## config.mk

```make
export PLATFORM = sky130hd
export DESIGN_NAME = tx_pkt_wr_arb_flat
export DESIGN_NICKNAME = d
export VERILOG_FILES = /design/src/rtl/tx_pkt_wr_arb_if.sv /design/src/rtl/tx_pkt_wr_arb.sv /design/src/flat_wrapper.sv
export SDC_FILE = /design/constraint.sdc
export NUM_CORES = 1
export LEC_CHECK = 0
export CORE_AREA = 2 2 311 313
export DETAILED_ROUTE_END_ITERATION = 10
export DIE_AREA = 0 0 313 315
export MAX_ROUTING_LAYER = met4
export PLACE_DENSITY = 0.36
export SYNTH_ARGS = -nofsm -noshare
export SYNTH_HDL_FRONTEND = slang
export SYNTH_SLANG_ARGS = --single-unit
```

## constraint.sdc

```tcl
create_clock -name clk -period 2.6 [get_ports clk]
set_input_delay 0.39 -clock clk [delete_from_list [all_inputs] [get_ports clk]]
set_output_delay 0.39 -clock clk [all_outputs]
set_load 0.01 [all_outputs]
```

## src/rtl/tx_pkt_wr_arb_if.sv

```systemverilog
// Source/FIFO bundle for the two-source TX packet write arbiter.
`default_nettype none

interface tx_pkt_wr_arb_if #(
  parameter int WIDTH = 256,
  parameter int PTR   = 10,
  parameter int LENW  = 8
);
  logic             src0_req;
  logic [LENW-1:0]  src0_len;
  logic             src0_valid;
  logic [WIDTH-1:0] src0_data;
  logic             src0_eop;
  logic             src0_gnt;
  logic             src0_ack;

  logic             src1_req;
  logic [LENW-1:0]  src1_len;
  logic             src1_valid;
  logic [WIDTH-1:0] src1_data;
  logic             src1_eop;
  logic             src1_gnt;
  logic             src1_ack;

  logic             fifo_wren;
  logic [WIDTH-1:0] fifo_datain;
  logic             fifo_wrfull;
  logic [PTR-1:0]   fifo_wrusedw;
  logic             pkt_err;

  // arbiter side
  modport slave (
    input  src0_req, src0_len, src0_valid, src0_data, src0_eop,
    input  src1_req, src1_len, src1_valid, src1_data, src1_eop,
    input  fifo_wrfull, fifo_wrusedw,
    output src0_gnt, src0_ack, src1_gnt, src1_ack,
    output fifo_wren, fifo_datain, pkt_err
  );

  // sources + FIFO side
  modport master (
    output src0_req, src0_len, src0_valid, src0_data, src0_eop,
    output src1_req, src1_len, src1_valid, src1_data, src1_eop,
    output fifo_wrfull, fifo_wrusedw,
    input  src0_gnt, src0_ack, src1_gnt, src1_ack,
    input  fifo_wren, fifo_datain, pkt_err
  );
endinterface

`default_nettype wire

```

## src/rtl/tx_pkt_wr_arb.sv

```systemverilog
// Round-robin arbiter writing whole packets from two sources into one TX FIFO.
// A source is only granted when its full packet length fits in the free space.
`default_nettype none

module tx_pkt_wr_arb #(
  parameter int WIDTH = 256,
  parameter int DEPTH = 1024,
  parameter int PTR   = 10,
  parameter int LENW  = 8
) (
  input  logic          clk,
  input  logic          reset_,
  tx_pkt_wr_arb_if.slave bus
);

  localparam int CW = ((PTR + 1) > LENW) ? (PTR + 1) : LENW;

  typedef enum logic [1:0] {
    IDLE  = 2'd0,
    XFER0 = 2'd1,
    XFER1 = 2'd2
  } state_t;

  state_t           state, state_nxt;
  logic             rr, rr_nxt;
  logic [LENW-1:0]  cnt, cnt_nxt;
  logic             pkt_err, pkt_err_nxt;

  logic [PTR:0]     free;
  logic [CW-1:0]    free_x, len0_x, len1_x;
  logic             elig0, elig1;

  logic             sel_valid, sel_eop, acc, len_hit, end_beat;
  logic [LENW-1:0]  sel_len, cnt_inc;
  logic [WIDTH-1:0] datain;
  logic             wren, ack0, ack1;

  assign free   = (PTR + 1)'(DEPTH) - {1'b0, bus.fifo_wrusedw};
  assign free_x = CW'(free);
  assign len0_x = CW'(bus.src0_len);
  assign len1_x = CW'(bus.src1_len);
  assign elig0  = bus.src0_req & (len0_x <= free_x) & ~bus.fifo_wrfull;
  assign elig1  = bus.src1_req & (len1_x <= free_x) & ~bus.fifo_wrfull;

  always_ff @(posedge clk or negedge reset_) begin
    if (!reset_) begin
      state   <= IDLE;
      rr      <= 1'b0;
      cnt     <= '0;
      pkt_err <= 1'b0;
    end else begin
      state   <= state_nxt;
      rr      <= rr_nxt;
      cnt     <= cnt_nxt;
      pkt_err <= pkt_err_nxt;
    end
  end

  always_comb begin
    state_nxt   = state;
    rr_nxt      = rr;
    cnt_nxt     = cnt;
    pkt_err_nxt = 1'b0;
    sel_valid   = 1'b0;
    sel_eop     = 1'b0;
    sel_len     = '0;
    datain      = '0;
    acc         = 1'b0;
    len_hit     = 1'b0;
    end_beat    = 1'b0;
    wren        = 1'b0;
    ack0        = 1'b0;
    ack1        = 1'b0;
    cnt_inc     = cnt + 1'b1;

    case (state)
      IDLE: begin
        cnt_nxt = '0;
        // rr=1 means src1 was not served last and wins a tie
        if (elig0 && (!elig1 || !rr)) begin
          state_nxt = XFER0;
        end else if (elig1) begin
          state_nxt = XFER1;
        end
      end
      XFER0: begin
        sel_valid = bus.src0_valid;
        sel_eop   = bus.src0_eop;
        sel_len   = bus.src0_len;
        datain    = bus.src0_data;
      end
      XFER1: begin
        sel_valid = bus.src1_valid;
        sel_eop   = bus.src1_eop;
        sel_len   = bus.src1_len;
        datain    = bus.src1_data;
      end
      default: state_nxt = IDLE;
    endcase

    if (state == XFER0 || state == XFER1) begin
      acc      = sel_valid & ~bus.fifo_wrfull;
      len_hit  = (cnt_inc == sel_len);
      end_beat = acc & (sel_eop | len_hit);
      wren     = acc;
      ack0     = acc & (state == XFER0);
      ack1     = acc & (state == XFER1);
      if (acc) begin
        cnt_nxt = cnt_inc;
      end
      if (end_beat) begin
        state_nxt   = IDLE;
        rr_nxt      = (state == XFER0);
        pkt_err_nxt = sel_eop ^ len_hit;
      end
    end
  end

  assign bus.src0_gnt    = (state == XFER0);
  assign bus.src1_gnt    = (state == XFER1);
  assign bus.src0_ack    = ack0;
  assign bus.src1_ack    = ack1;
  assign bus.fifo_wren   = wren;
  assign bus.fifo_datain = datain;
  assign bus.pkt_err     = pkt_err;

endmodule

`default_nettype wire
```

## src/flat_wrapper.sv

```systemverilog
// flat-port wrapper written by rule: the top's interface ports become plain ports
module tx_pkt_wr_arb_flat 
#(
  parameter int WIDTH = 256,
  parameter int DEPTH = 1024,
  parameter int PTR   = 10,
  parameter int LENW  = 8
)
  (clk, reset_, bus_src0_req, bus_src0_len, bus_src0_valid, bus_src0_data, bus_src0_eop, bus_src1_req, bus_src1_len, bus_src1_valid, bus_src1_data, bus_src1_eop, bus_fifo_wrfull, bus_fifo_wrusedw, bus_src0_gnt, bus_src0_ack, bus_src1_gnt, bus_src1_ack, bus_fifo_wren, bus_fifo_datain, bus_pkt_err);
  tx_pkt_wr_arb_if #(.WIDTH(WIDTH), .PTR(PTR), .LENW(LENW)) bus_i ();
  input  logic clk;
  input  logic reset_;
  input wire logic [$bits(bus_i.src0_req)-1:0] bus_src0_req;
  input wire logic [$bits(bus_i.src0_len)-1:0] bus_src0_len;
  input wire logic [$bits(bus_i.src0_valid)-1:0] bus_src0_valid;
  input wire logic [$bits(bus_i.src0_data)-1:0] bus_src0_data;
  input wire logic [$bits(bus_i.src0_eop)-1:0] bus_src0_eop;
  input wire logic [$bits(bus_i.src1_req)-1:0] bus_src1_req;
  input wire logic [$bits(bus_i.src1_len)-1:0] bus_src1_len;
  input wire logic [$bits(bus_i.src1_valid)-1:0] bus_src1_valid;
  input wire logic [$bits(bus_i.src1_data)-1:0] bus_src1_data;
  input wire logic [$bits(bus_i.src1_eop)-1:0] bus_src1_eop;
  input wire logic [$bits(bus_i.fifo_wrfull)-1:0] bus_fifo_wrfull;
  input wire logic [$bits(bus_i.fifo_wrusedw)-1:0] bus_fifo_wrusedw;
  output wire logic [$bits(bus_i.src0_gnt)-1:0] bus_src0_gnt;
  output wire logic [$bits(bus_i.src0_ack)-1:0] bus_src0_ack;
  output wire logic [$bits(bus_i.src1_gnt)-1:0] bus_src1_gnt;
  output wire logic [$bits(bus_i.src1_ack)-1:0] bus_src1_ack;
  output wire logic [$bits(bus_i.fifo_wren)-1:0] bus_fifo_wren;
  output wire logic [$bits(bus_i.fifo_datain)-1:0] bus_fifo_datain;
  output wire logic [$bits(bus_i.pkt_err)-1:0] bus_pkt_err;
  assign bus_i.src0_req = bus_src0_req;
  assign bus_i.src0_len = bus_src0_len;
  assign bus_i.src0_valid = bus_src0_valid;
  assign bus_i.src0_data = bus_src0_data;
  assign bus_i.src0_eop = bus_src0_eop;
  assign bus_i.src1_req = bus_src1_req;
  assign bus_i.src1_len = bus_src1_len;
  assign bus_i.src1_valid = bus_src1_valid;
  assign bus_i.src1_data = bus_src1_data;
  assign bus_i.src1_eop = bus_src1_eop;
  assign bus_i.fifo_wrfull = bus_fifo_wrfull;
  assign bus_i.fifo_wrusedw = bus_fifo_wrusedw;
  assign bus_src0_gnt = bus_i.src0_gnt;
  assign bus_src0_ack = bus_i.src0_ack;
  assign bus_src1_gnt = bus_i.src1_gnt;
  assign bus_src1_ack = bus_i.src1_ack;
  assign bus_fifo_wren = bus_i.fifo_wren;
  assign bus_fifo_datain = bus_i.fifo_datain;
  assign bus_pkt_err = bus_i.pkt_err;
  tx_pkt_wr_arb #(.WIDTH(WIDTH), .DEPTH(DEPTH), .PTR(PTR), .LENW(LENW)) u_core (.clk(clk), .reset_(reset_), .bus(bus_i));
endmodule
```

==> metrics.md <==
| Metric | Value |
|---|---|
| WHS Endpoint | u_core.cnt[7] |
| Final worst-path cycle share | 1.30 |
| Per-cell routed wire length | 22.6 µm |
| FFs w/ async S/R, synth | 1.00 |
| Utilization after layout | 0.176 |
| Via-to-Cell Ratio | 3.37 |
| Initial antenna violation count | 30 |
| Most used cell, CP | buf_4 |
| Io pins | just over 800 |
| Num CTS Buffers | 3 |
| MaxCap Viol Count | 0 |
| Critical path's slowest cell | or3_4 |
| FF-to-FF Start | u_core.state[0] |
| Worst R2R Setup Slack | -0.06 ns |
| Endpoints failing hold | 0 |
| Most used routing layer | met2 |
| Worst r2r path cells | 12 |
| Drt total wl | just under 70 mm |
| Final Cell Area | 0.0169 mm² |
| CP Launch Type | input pin |
| WHS Path Cells | 2 |
| Placeable Area | 0.0957 mm² |
| CP arrival | 3.50 ns |
| Global-route wire length before repair | ~87 mm |
| Drc violations | 0 |
| GR Util met3 | 0.0368 |
| H-tree levels | 1 |
| Synth Cell Area | 0.00533 mm² |
| Port-buffer cells | 808 |
| Pre-antenna DRT Iters | 4 |
| Die ar. | between 0.09 and 0.1 mm² |
| Reg clk slew, reported paths | 0.05 ns |
| P_leak | 6.52 nW |
| RSZ-0062 raised after global routing | yes |
| Reg2Reg Capture Point | u_core.rr |
| Clock Latency Late Sink | 0.24 ns |
| Post-synth top flop | dfrtp_1 |
| Routability congestion estimate | 0.893 |
| Grt ovf | 0 |
| Die W | 313 µm |
| #FFs+latches synth | 12 |
| PD cells | 805 mW/mm² |
| Post-synth EDFFs | 0 |
| Worst VDD drop | 0.509 mV |
| CP required | 2.72 ns |
| Worst hold path class | register to register |
| CP max stage delay | 0.38 ns |
| Synth Instances | 778 |
| WS Path Type | input pin to register |
| CP max FO | 2 |
| Grt met2 use | 0.211 |
| Met1 GRT Util | 0.171 |
| Tmin final | 3.38 ns |
| Crit-path cells | buf_6 > or3_4 > or2_4 > nor2_4 > xor2_1 > ha_1 > nand2_1 > nor2_2 > buf_4 > buf_4 > buf_4 > buf_4 > buf_4 > buf_4 > buf_4 > buf_4 > o2111ai_1 > and3_1 > a2111o_1 > a32o_1 |
| Post-route ant nets | 0 |
| Final worst slack | -0.775 ns |
| Starting DRC count in detailed routing | 469 |
| Row Count | 114 |
| Setup crit end kind | register |
| Syn Area/Cell | between 6 and 7 µm² |
| Final Max Slew Viols | 0 |
| Die Height | 315 µm |
| Failing checks | negative setup slack |
| Initial core utilization | 0.0557 |
| Slew headroom | 0.550 |
| Cell variety after synth | 44 |
| Area delta synth->final | 217% |
| Placed Area | 0.0159 mm² |
| CTS tree | done |
| Clk sinks | 12 |
| Tot GR Track Use | 0.131 |
| Slew @ Worst Pin | about 0.67 ns |
| Final #Nets | around 2,300 |
| Largest net degree at the start of global routing | 23 |
| Status | complete, but fails checks |
| Root buffer cell | clkbuf_16 |
| Worst hold start | u_core.cnt[7] |
| Vias | 10,000 |
| Detailed placement HPWL | 54.8 mm |
| Seq/Total Area, Yosys | 0.0564 |
| Synth warnings | 0 |
| Vias in the first global route | 10,400 |
| Mapped Nets | 1,341 |
| CTS Buffer Depth | 2 |
| Fmax | between 200 and 300 MHz |
| Setup violators final | 3 |
| Clk_skew | 0.00271 ns |
| Share of cells above drive strength 1 | 0.292 |
[worst max-delay path: cells and delay by family]
| kind | cells | cell delay (ns) |
|---|---|---|
| buffers and inverters | 9 | 0.86 |
| and+or+nand+nor | 6 | 1.15 |
| xor gates and xnor gates | 1 | 0.09 |
| AOI/OAI and AO/OA | 3 | 0.67 |
| adders and majority gates | 1 | 0.33 |
[cell families (layout without fill, tap and decap cells)]
logic type | after synthesis | after routing | share of synthesized area
muxes | 3 | 3 | 0.00610
AOI/OAI and AO/OA | 300 | 300 | 0.423
adders and majority gates | 19 | 19 | 0.0437
DFF | 12 | 12 | 0.0564
and+or+nand+nor | 322 | 322 | 0.366
xor gates and xnor gates | 20 | 20 | 0.0329
buffers and inverters | 102 | 1016 | 0.0718
other | 0 | 11 | 0
[final cells by class]
| type | count | area, µm² |
|---|---|---|
| fillers | 10800 | 78800 |
| repair buffers | 999 | 9620 |
| multi-input cells | 664 | 5200 |
| well taps | 1276 | 1600 |
| flip-flops and latches | 12 | 300 |
| clock buffers | 4 | 88.8 |
| inverters | 13 | 50.0 |
| diodes | 11 | 27.5 |
[cell usage after synthesis (3+ instances only)]
master      n  area (µm²)
nor2b_1   259        1620
xnor2_1    11        96.3
o21ai_0    13        65.1
and2_1      3        18.8
a22o_1      9        78.8
nand2_1    20        75.1
nor2_1     10        37.5
nand2b_1    4        25.0
xor2_1      9        78.8
ha_1       16         200
a22oi_1   257        1930
o31ai_1     3        22.5
inv_1      12        45.0
and3_1      5        31.3
a21oi_1     4        20.0
nand3b_1    4        30.0
nand3_1     5        25.0
dfrtp_1    12         300
clkbuf_1   87         327
[per-layer routing]
layer / part of all wire / vias to the layer above / routed length (µm)
li1: - / 4740 / -
met1: 0.45 / 4767 / 30000
met2: 0.47 / 506 / 31400
met3: 0.084 / 20 / 5660
met4: 0.0048 / 0 / 320
met5: 0 / - / 0
[metrics by stage]
step | setup WS (ns) | instances | total power, mW | setup TNS, ns | hold slack (ns)
3_3_place_gp | -1.35 | 2904 | 11.0 | -3.47 | 0.486
6_report | -0.775 | 2979 | 13.6 | -1.58 | 0.498
4_1_cts | -0.732 | 2956 | 13.0 | -1.65 | 0.504
2_1_floorplan | -0.710 | 778 | 4.84 | -1.30 | 0.0944
5_1_grt | -0.903 | 2976 | 14.5 | -3.10 | 0.538
3_5_place_dp | -1.36 | 2904 | 10.9 | -3.66 | 0.494
[flip-flops by register name, indices dropped and copies added, names as in the netlist]
signal and cells:
u_core.cnt 8, u_core.state 2, u_core.bus.pkt_err 1, u_core.rr 1
[cell usage in the layout (no fill, tap or decap), types with 4 or more instances in the layout]
master and n:
nand3_1 5, clkbuf_16 8, buf_8 12, nor2_1 7
xnor2_1 11, clkdlybuf4s15_2 8, xor2_1 9, dfrtp_1 12
buf_2 68, buf_16 8, a22oi_2 54, a22oi_1 203
diode_2 11, clkdlybuf4s15_1 24, o21ai_0 13, clkbuf_2 78
buf_4 122, and3_1 5, a22o_1 8, buf_12 26
nor2b_4 14, dlygate4sd2_1 66, buf_6 32, bufbuf_16 7
ha_1 12, nand2_1 18, inv_1 10, nor2b_1 216
nand3b_1 4, clkdlybuf4s50_1 543, nor2b_2 29
[power breakdown]
part,total [mW],switching [mW],leakage (nW),internal (mW)
clock,0.314,0.0819,0.0442,0.232
combinational,13.0,5.95,6.31,7.08
sequential,0.237,0.0233,0.164,0.213
total,13.6,6.06,6.52,7.53
[worst max path at each step]
stage | slack [ns] | from | endpoint | depth (start not counted)
floorplan | -0.71 | bus_fifo_wrusedw[0] | u_core.state[1] | 13
global placement | -1.35 | bus_fifo_wrusedw[3] | u_core.state[1] | 14
detailed placement | -1.36 | bus_fifo_wrusedw[3] | u_core.state[1] | 14
CTS | -0.73 | bus_fifo_wrusedw[2] | u_core.state[1] | 14
global route | -0.90 | bus_fifo_wrusedw[5] | u_core.state[1] | 20
finish | -0.78 | bus_fifo_wrusedw[3] | u_core.state[1] | 20
[repair_timing]
item                                    in CTS  in global routing
hold buffers                                 0                  0
pin swaps                                   32                 15
endpoints found under the setup margin     250                212
setup buffers                               36                  9
gates resized for setup                    548                346
gates cloned                                13                  6
Note: power is estimated with default switching activity, not from simulation.
